[config.mk]
export PLATFORM = sky130hd
export DESIGN_NAME = uart_rx_deser
export DESIGN_NICKNAME = d
export VERILOG_FILES = /design/src/rtl/uart_rx_deser.sv
export SDC_FILE = /design/constraint.sdc
export NUM_CORES = 1
export LEC_CHECK = 0
export BUFFER_PORTS_ARGS = -buffer_cell sky130_fd_sc_hd__buf_2
export CORE_MARGIN = 1.5
export CORE_UTILIZATION = 34
export CTS_BUF_LIST = sky130_fd_sc_hd__clkbuf_8
export CTS_CLUSTER_DIAMETER = 40
export CTS_CLUSTER_SIZE = 25
export DETAILED_ROUTE_END_ITERATION = 6
export PLACE_DENSITY_LB_ADDON = 0.25
export SLEW_MARGIN = 0
export SYNTH_ARGS = -nofsm -noshare
export SYNTH_HDL_FRONTEND = slang
export SYNTH_SLANG_ARGS = --single-unit
[constraint.sdc]
create_clock -name clock -period 6.5 [get_ports clock]
set_input_delay 0.65 -clock clock [delete_from_list [all_inputs] [get_ports clock]]
set_output_delay 0.65 -clock clock [all_outputs]
set_load 0.05 [all_outputs]
[src/rtl/uart_rx_deser.sv]
// rtl/uart_rx_deser.sv - 16x oversampled UART receive deserializer with valid/ready output.
// Optional break detection is enabled by defining UART_RX_BREAK_DET_EN.
module uart_rx_deser #(
    parameter int OVERSAMPLE = 16,
    parameter int DIV_W      = 16
) (
    input  logic             clock,
    input  logic             reset,
    input  logic             rxd,
    input  logic [DIV_W-1:0] cfg_divisor,
    input  logic [1:0]       cfg_char_len,
    input  logic             cfg_parity_en,
    input  logic             cfg_parity_even,
    output logic [7:0]       rx_data,
    output logic             rx_parity_err,
    output logic             rx_framing_err,
    output logic             rx_break,
    output logic             rx_valid,
    input  logic             rx_ready,
    output logic             rx_overrun,
    output logic             rx_busy,
    output logic             sample_clk,
    output logic             baud_clk
);

    localparam int TW = $clog2(OVERSAMPLE);
    localparam logic [TW-1:0] MID  = TW'(OVERSAMPLE / 2 - 1);
    localparam logic [TW-1:0] LAST = TW'(OVERSAMPLE - 1);

    typedef enum logic [2:0] {
        S_IDLE, S_START, S_DATA, S_PARITY, S_STOP, S_WAIT_IDLE
    } state_t;

    state_t           r_state, w_state_nxt;
    logic             r_rxd_s1, r_rxd_sync, r_rxd_prev;
    logic [DIV_W-1:0] r_div_cnt;
    logic [TW-1:0]    r_baud_cnt, r_tick_cnt;
    logic [2:0]       r_bit_cnt;
    logic [7:0]       r_shift;
    logic [1:0]       r_len;
    logic             r_par_en, r_par_even;
    logic             r_par_err, r_frm_err, r_done;
    logic             r_sample_clk, r_baud_clk;
    logic [7:0]       r_data;
    logic             r_valid, r_out_perr, r_out_ferr, r_overrun;

    logic [DIV_W-1:0] w_div_max;
    logic             w_tick, w_fall, w_mid_pt, w_bit_pt, w_stop_break, w_brk_out;
    logic [2:0]       w_last_bit;

    assign w_div_max  = (cfg_divisor == '0) ? DIV_W'(1) : cfg_divisor;
    // >= rather than == so a divisor lowered mid-count still wraps promptly
    assign w_tick     = (r_div_cnt >= w_div_max - DIV_W'(1));
    assign w_fall     = r_rxd_prev & ~r_rxd_sync;
    assign w_mid_pt   = w_tick && (r_tick_cnt == MID);
    assign w_bit_pt   = w_tick && (r_tick_cnt == LAST);
    assign w_last_bit = 3'd4 + {1'b0, r_len};

`ifdef UART_RX_BREAK_DET_EN
    logic r_zero, r_brk_pend, r_out_brk;
    assign w_stop_break = r_zero & ~r_rxd_sync;
    assign w_brk_out    = r_out_brk;
`else
    assign w_stop_break = 1'b0;
    assign w_brk_out    = 1'b0;
`endif

    always_ff @(posedge clock or negedge reset) begin
        if (!reset) begin
            r_rxd_s1     <= 1'b1;
            r_rxd_sync   <= 1'b1;
            r_rxd_prev   <= 1'b1;
            r_div_cnt    <= '0;
            r_baud_cnt   <= '0;
            r_sample_clk <= 1'b0;
            r_baud_clk   <= 1'b0;
        end else begin
            r_rxd_s1     <= rxd;
            r_rxd_sync   <= r_rxd_s1;
            r_rxd_prev   <= r_rxd_sync;
            r_div_cnt    <= w_tick ? '0 : r_div_cnt + DIV_W'(1);
            r_sample_clk <= w_tick;
            r_baud_clk   <= w_tick && (r_baud_cnt == LAST);
            if (w_tick)
                r_baud_cnt <= (r_baud_cnt == LAST) ? '0 : r_baud_cnt + TW'(1);
        end
    end

    always_ff @(posedge clock or negedge reset) begin
        if (!reset) r_state <= S_IDLE;
        else        r_state <= w_state_nxt;
    end

    always_comb begin
        w_state_nxt = r_state;
        case (r_state)
            S_IDLE:      if (w_fall) w_state_nxt = S_START;
            S_START:     if (w_mid_pt) w_state_nxt = r_rxd_sync ? S_IDLE : S_DATA;
            S_DATA:      if (w_bit_pt && (r_bit_cnt == w_last_bit))
                             w_state_nxt = r_par_en ? S_PARITY : S_STOP;
            S_PARITY:    if (w_bit_pt) w_state_nxt = S_STOP;
            S_STOP:      if (w_bit_pt) w_state_nxt = w_stop_break ? S_WAIT_IDLE : S_IDLE;
            S_WAIT_IDLE: if (r_rxd_sync) w_state_nxt = S_IDLE;
            default:     w_state_nxt = S_IDLE;
        endcase
    end

    always_comb begin
        rx_busy = (r_state != S_IDLE);
    end

    always_ff @(posedge clock or negedge reset) begin
        if (!reset) begin
            r_tick_cnt <= '0;
            r_bit_cnt  <= '0;
            r_shift    <= '0;
            r_len      <= '0;
            r_par_en   <= 1'b0;
            r_par_even <= 1'b0;
            r_par_err  <= 1'b0;
            r_frm_err  <= 1'b0;
            r_done     <= 1'b0;
`ifdef UART_RX_BREAK_DET_EN
            r_zero     <= 1'b0;
            r_brk_pend <= 1'b0;
`endif
        end else begin
            r_done <= 1'b0;
            if (r_state == S_IDLE) begin
                if (w_fall) begin
                    r_tick_cnt <= '0;
                    r_bit_cnt  <= '0;
                    r_shift    <= '0;
                    r_par_err  <= 1'b0;
                    r_frm_err  <= 1'b0;
                    r_len      <= cfg_char_len;
                    r_par_en   <= cfg_parity_en;
                    r_par_even <= cfg_parity_even;
`ifdef UART_RX_BREAK_DET_EN
                    r_zero     <= 1'b1;
                    r_brk_pend <= 1'b0;
`endif
                end
            end else if (w_tick) begin
                // Counter restarts at the start-bit midpoint so every later sample lands mid-bit
                if (((r_state == S_START) && w_mid_pt) || (r_tick_cnt == LAST))
                    r_tick_cnt <= '0;
                else
                    r_tick_cnt <= r_tick_cnt + TW'(1);
                if (r_tick_cnt == LAST) begin
                    case (r_state)
                        S_DATA: begin
                            r_shift[r_bit_cnt] <= r_rxd_sync;
                            r_bit_cnt          <= r_bit_cnt + 3'd1;
`ifdef UART_RX_BREAK_DET_EN
                            if (r_rxd_sync) r_zero <= 1'b0;
`endif
                        end
                        S_PARITY: begin
                            r_par_err <= r_rxd_sync ^ (^r_shift) ^ ~r_par_even;
`ifdef UART_RX_BREAK_DET_EN
                            if (r_rxd_sync) r_zero <= 1'b0;
`endif
                        end
                        S_STOP: begin
                            r_frm_err <= ~r_rxd_sync;
                            r_done    <= 1'b1;
`ifdef UART_RX_BREAK_DET_EN
                            r_brk_pend <= w_stop_break;
`endif
                        end
                        default: ;
                    endcase
                end
            end
        end
    end

    always_ff @(posedge clock or negedge reset) begin
        if (!reset) begin
            r_data     <= '0;
            r_valid    <= 1'b0;
            r_out_perr <= 1'b0;
            r_out_ferr <= 1'b0;
            r_overrun  <= 1'b0;
`ifdef UART_RX_BREAK_DET_EN
            r_out_brk  <= 1'b0;
`endif
        end else begin
            r_overrun <= 1'b0;
            if (r_done) begin
                if (r_valid && !rx_ready) begin
                    r_overrun <= 1'b1;
                end else begin
                    r_data     <= r_shift;
                    r_out_perr <= r_par_err;
                    r_out_ferr <= r_frm_err;
                    r_valid    <= 1'b1;
`ifdef UART_RX_BREAK_DET_EN
                    r_out_brk  <= r_brk_pend;
`endif
                end
            end else if (r_valid && rx_ready) begin
                r_valid <= 1'b0;
            end
        end
    end

    assign rx_data        = r_data;
    assign rx_parity_err  = r_out_perr;
    assign rx_framing_err = r_out_ferr;
    assign rx_break       = w_brk_out;
    assign rx_valid       = r_valid;
    assign rx_overrun     = r_overrun;
    assign sample_clk     = r_sample_clk;
    assign baud_clk       = r_baud_clk;

endmodule

==> out/metrics.csv <==
stage,metric,value,unit
global_routing,largest net degree at the start of global routing,63,
sta,highest clock rate,233.0,MHz
detailed_routing,routed vias/inst,4.966,
detailed_routing,remaining antenna violation count,0,
global_routing,GR Overflow Total,0,
detailed_routing,vias,2746,
pwr,leakage power,1.995,nW
sta,final setup vio count,0,
clock_tree,Post-CTS Setup Bufs,0,
detailed_routing,DRT iter0 DRCs,202,
global_routing,first-pass GRT wire length,12690,um
setup_path,crit path launch type,input port,
synth,"FFs w/ async S/R, synth",1.000,
placed_design,Placed Cells,537,
clock_tree,Resized cells post-CTS,0,
synth,"Net Count, Synth",416,
die,Row Count,37,
final_layout,Nets,457,
global_routing,vias in the first global route,2686,
synth,number of synthesized flops with an enable pin,0,
placed_design,Post-DP Area,3965,um^2
clock_tree,clk buf depth,2,
pwr,PwrDens,214.6,nW/um^2
global_routing,initial antenna violation count,0,
synth,Synth Flop Type,dfrtp_1,
die,core area,10370,um^2
sta,Final Hold Vio Count,0,
setup_path,Crit Path Class,in -> reg,
placed_design,PortBufs,38,
min_path,Tightest Hold Check Type,reg -> reg,
die,die span in x,106.5,um
sta,Tmin final,4292,ps
sta,Sum Neg Setup Slack,0,ps
global_routing,GRT Total Usage,0.1404,
synth,synth top area cells,"dfrtp_1 41%, ha_1 7.2%, nand2_1 5.4%",
sta,max_slew headroom,0.4720,
sta,max-slew violations,0,
detailed_routing,DRC,0,
job,max_cap viols,0,
final_layout,Area Overhead vs Synth,14.64,%
synth,Syn Inst Count,371,
final_layout,post-route cell area,4174,um^2
setup_path,required time worst endpoint,6710,ps
placed_design,gp weighted congestion,0.7971,
detailed_routing,DRT Pass-1 Iters,4,
clock_tree,Worst-Skew Late Latency,340,ps
clock_tree,htree depth,3,
die,num ports,40,
setup_path,"delay-heaviest family, CP",simple AND/OR/NAND/NOR gates,
synth,Synth warnings,0,
clock_tree,Clock transition at path regs,70,ps
clock_tree,Hold Buf Count CTS,0,
sta,Worst Tran Pin Value,789.4,ps
synth,share of the synthesized area in the top cell type,0.4055,
setup_path,critical path arrival,4500,ps
die,Die ar.,11340,um^2
synth,synthesis-stage register bit count,62,
die,Starting Density,0.3511,
final_layout,Non-Filler Instances,553,
detailed_routing,WL final,7421,um
setup_path,crit path max fanout,16,
synth,area of the mapped netlist,3641,um^2
sta,final worst-path cycle share,0.6602,
detailed_routing,DR WL/cell,13.42,um
synth,synth unique cells,52,
setup_path,slowest CP cell,a31oi_2,
clock_tree,clock root cell,clkbuf_8,
run_status,status,completed,
placed_design,DP HPWL,5282,um
setup_path,crit-path max cell delay,720,ps
clock_tree,CTS Buf Count,9,
final_layout,Antenna diodes,0,
clock_tree,CTS tree,built,
setup_path,register-to-register setup slack,3600,ps
sta,Worst Skew,14.63,ps
final_layout,share of cells above drive strength 1,0.2038,
die,die height,106.5,um
setup_path,CP Buf/Inv Count,2,
synth,mean area per synthesized cell,9.814,um^2
synth,largest area contributor in the netlist,dfrtp_1,
setup_path,Critical Path Sink Type,flip-flop,
clock_tree,clk sinks,62,
pwr,maximum vdd drop,0.1009,mV
setup_path,crit-path cells,"buf_2, or4_4, nor4b_4, a31oi_1, ha_1, nor4b_4, inv_2, or3_1, xor2_1, ha_1, nand4_1, nor2_1, nand4b_1, a31oi_2, o21ai_0, mux2i_1",
synth,"Seq/Total Area, Yosys",0.4271,
sta,RSZ-0062 raised after global routing,false,
[synth_stat cells, types with 3 or more instances]
cell type and instances:
dfrtp_1 59, nand2_1 52, nor2_1 33, ha_1 21
xnor2_1 19, xor2_1 16, mux2_2 15, nand3_1 15
o21ai_0 15, inv_1 12, a21oi_1 11, mux2i_1 11
and3_1 7, nand2b_1 6, o2111ai_1 6, buf_2 5
nor3_1 5, and2_1 4, nor2b_1 4, o211ai_1 4
or3_1 4, a31oi_1 3, a41oi_1 3, and4_1 3
dfstp_2 3, nand4_1 3
[cell type report]
class	count	area, um^2
tap	136	170.2
multi-input combinational	286	1986
fill	1044	6196
inverter	13	48.80
sequential	62	1555
clock buffer	10	137.6
timing repair buffer	40	205.2
clock inverter	6	71.32
[registers in the layout (all words and copies together) (netlist names)]
register,flops
r_par_en,1
r_par_err,1
r_rxd_prev,1
rx_parity_err,1
r_frm_err,1
r_bit_cnt,3
r_baud_cnt,4
r_div_cnt,16
r_shift,8
r_len,2
r_done,1
rx_valid,1
r_tick_cnt,4
r_state,3
r_rxd_s1,1
r_rxd_sync,1
rx_overrun,1
rx_framing_err,1
sample_clk,1
rx_data,8
baud_clk,1
r_par_even,1
[final timing paths]
check / startpoint / end / cells after the start
min in group asynchronous: reset / baud_clk / 2
max in group asynchronous: reset / r_tick_cnt[3] / 2
hold / removal: r_rxd_s1 / r_rxd_sync / 0
setup reg to reg: r_div_cnt[0] / r_par_err / 8
setup / recovery: cfg_divisor[4] / r_bit_cnt[0] / 16
hold reg to reg: r_rxd_s1 / r_rxd_sync / 0
[cell families (layout without fill, tap and decap cells)]
logic type               count (synthesis)  after routing  synth area share
multiplexers                            26             26           0.07663
AND/OR/NAND/NOR                        147            147            0.2052
XOR/XNOR                                35             35           0.08419
buffers and inverters                   23             69           0.02749
AO/OA/AOI/OAI                           56             56            0.1062
adder cells (fa/ha/maj)                 21             21           0.07216
other                                    1              1          0.001030
flip-flops                              62             62            0.4272
[where the power goes]
part	total (W)	leakage [nW]	internal, W	switching (W)
Combinational	0.000102	1.14	0.0000474	0.0000545
Sequential	0.000439	0.752	0.000408	0.0000308
Clock	0.000355	0.0987	0.000189	0.000166
Total	0.000896	1.99	0.000645	0.000251
[stage by stage]
stage / hold WS (ps) / util / total power (W) / worst slack, ps
global placement: 346.4 / 0.3824 / 0.0005436 / 1968
finish: 356.3 / 0.4025 / 0.0008958 / 2208
floorplan: 345.2 / - / 0.0005059 / 2558
CTS: 356.8 / 0.4025 / 0.0009095 / 2221
detailed placement: 346.8 / 0.3824 / 0.0005484 / 1863
global route: 361.2 / 0.4025 / 0.0009546 / 1912
[metal layers]
| metal | up-vias | share of wire | GRT usage |
|---|---|---|---|
| met5 | - | 0 | 0 |
| met4 | 0 | 0.015 | 0.05048 |
| met3 | 11 | 0.032 | 0.03066 |
| met2 | 50 | 0.46 | 0.2138 |
| met1 | 1294 | 0.49 | 0.1955 |
| li1 | 1391 | - | - |
[cell usage in the layout (no fill, tap or decap), drive strengths merged, types with 6 or more instances in the layout]
| cell type | synthesis | routed |
|---|---|---|
| dfrtp | 59 | 59 |
| nand2 | 52 | 52 |
| buf | 8 | 40 |
| nor2 | 33 | 33 |
| ha | 21 | 21 |
| xnor2 | 19 | 19 |
| xor2 | 16 | 16 |
| nand3 | 15 | 15 |
| o21ai | 15 | 15 |
| mux2 | 15 | 15 |
| inv | 13 | 13 |
| a21oi | 11 | 11 |
| mux2i | 11 | 11 |
| clkbuf | 2 | 10 |
| and3 | 7 | 7 |
| nand2b | 6 | 6 |
| o2111ai | 6 | 6 |
| nor3 | 6 | 6 |
No activity file was read; power rests on OpenSTA's default activity.
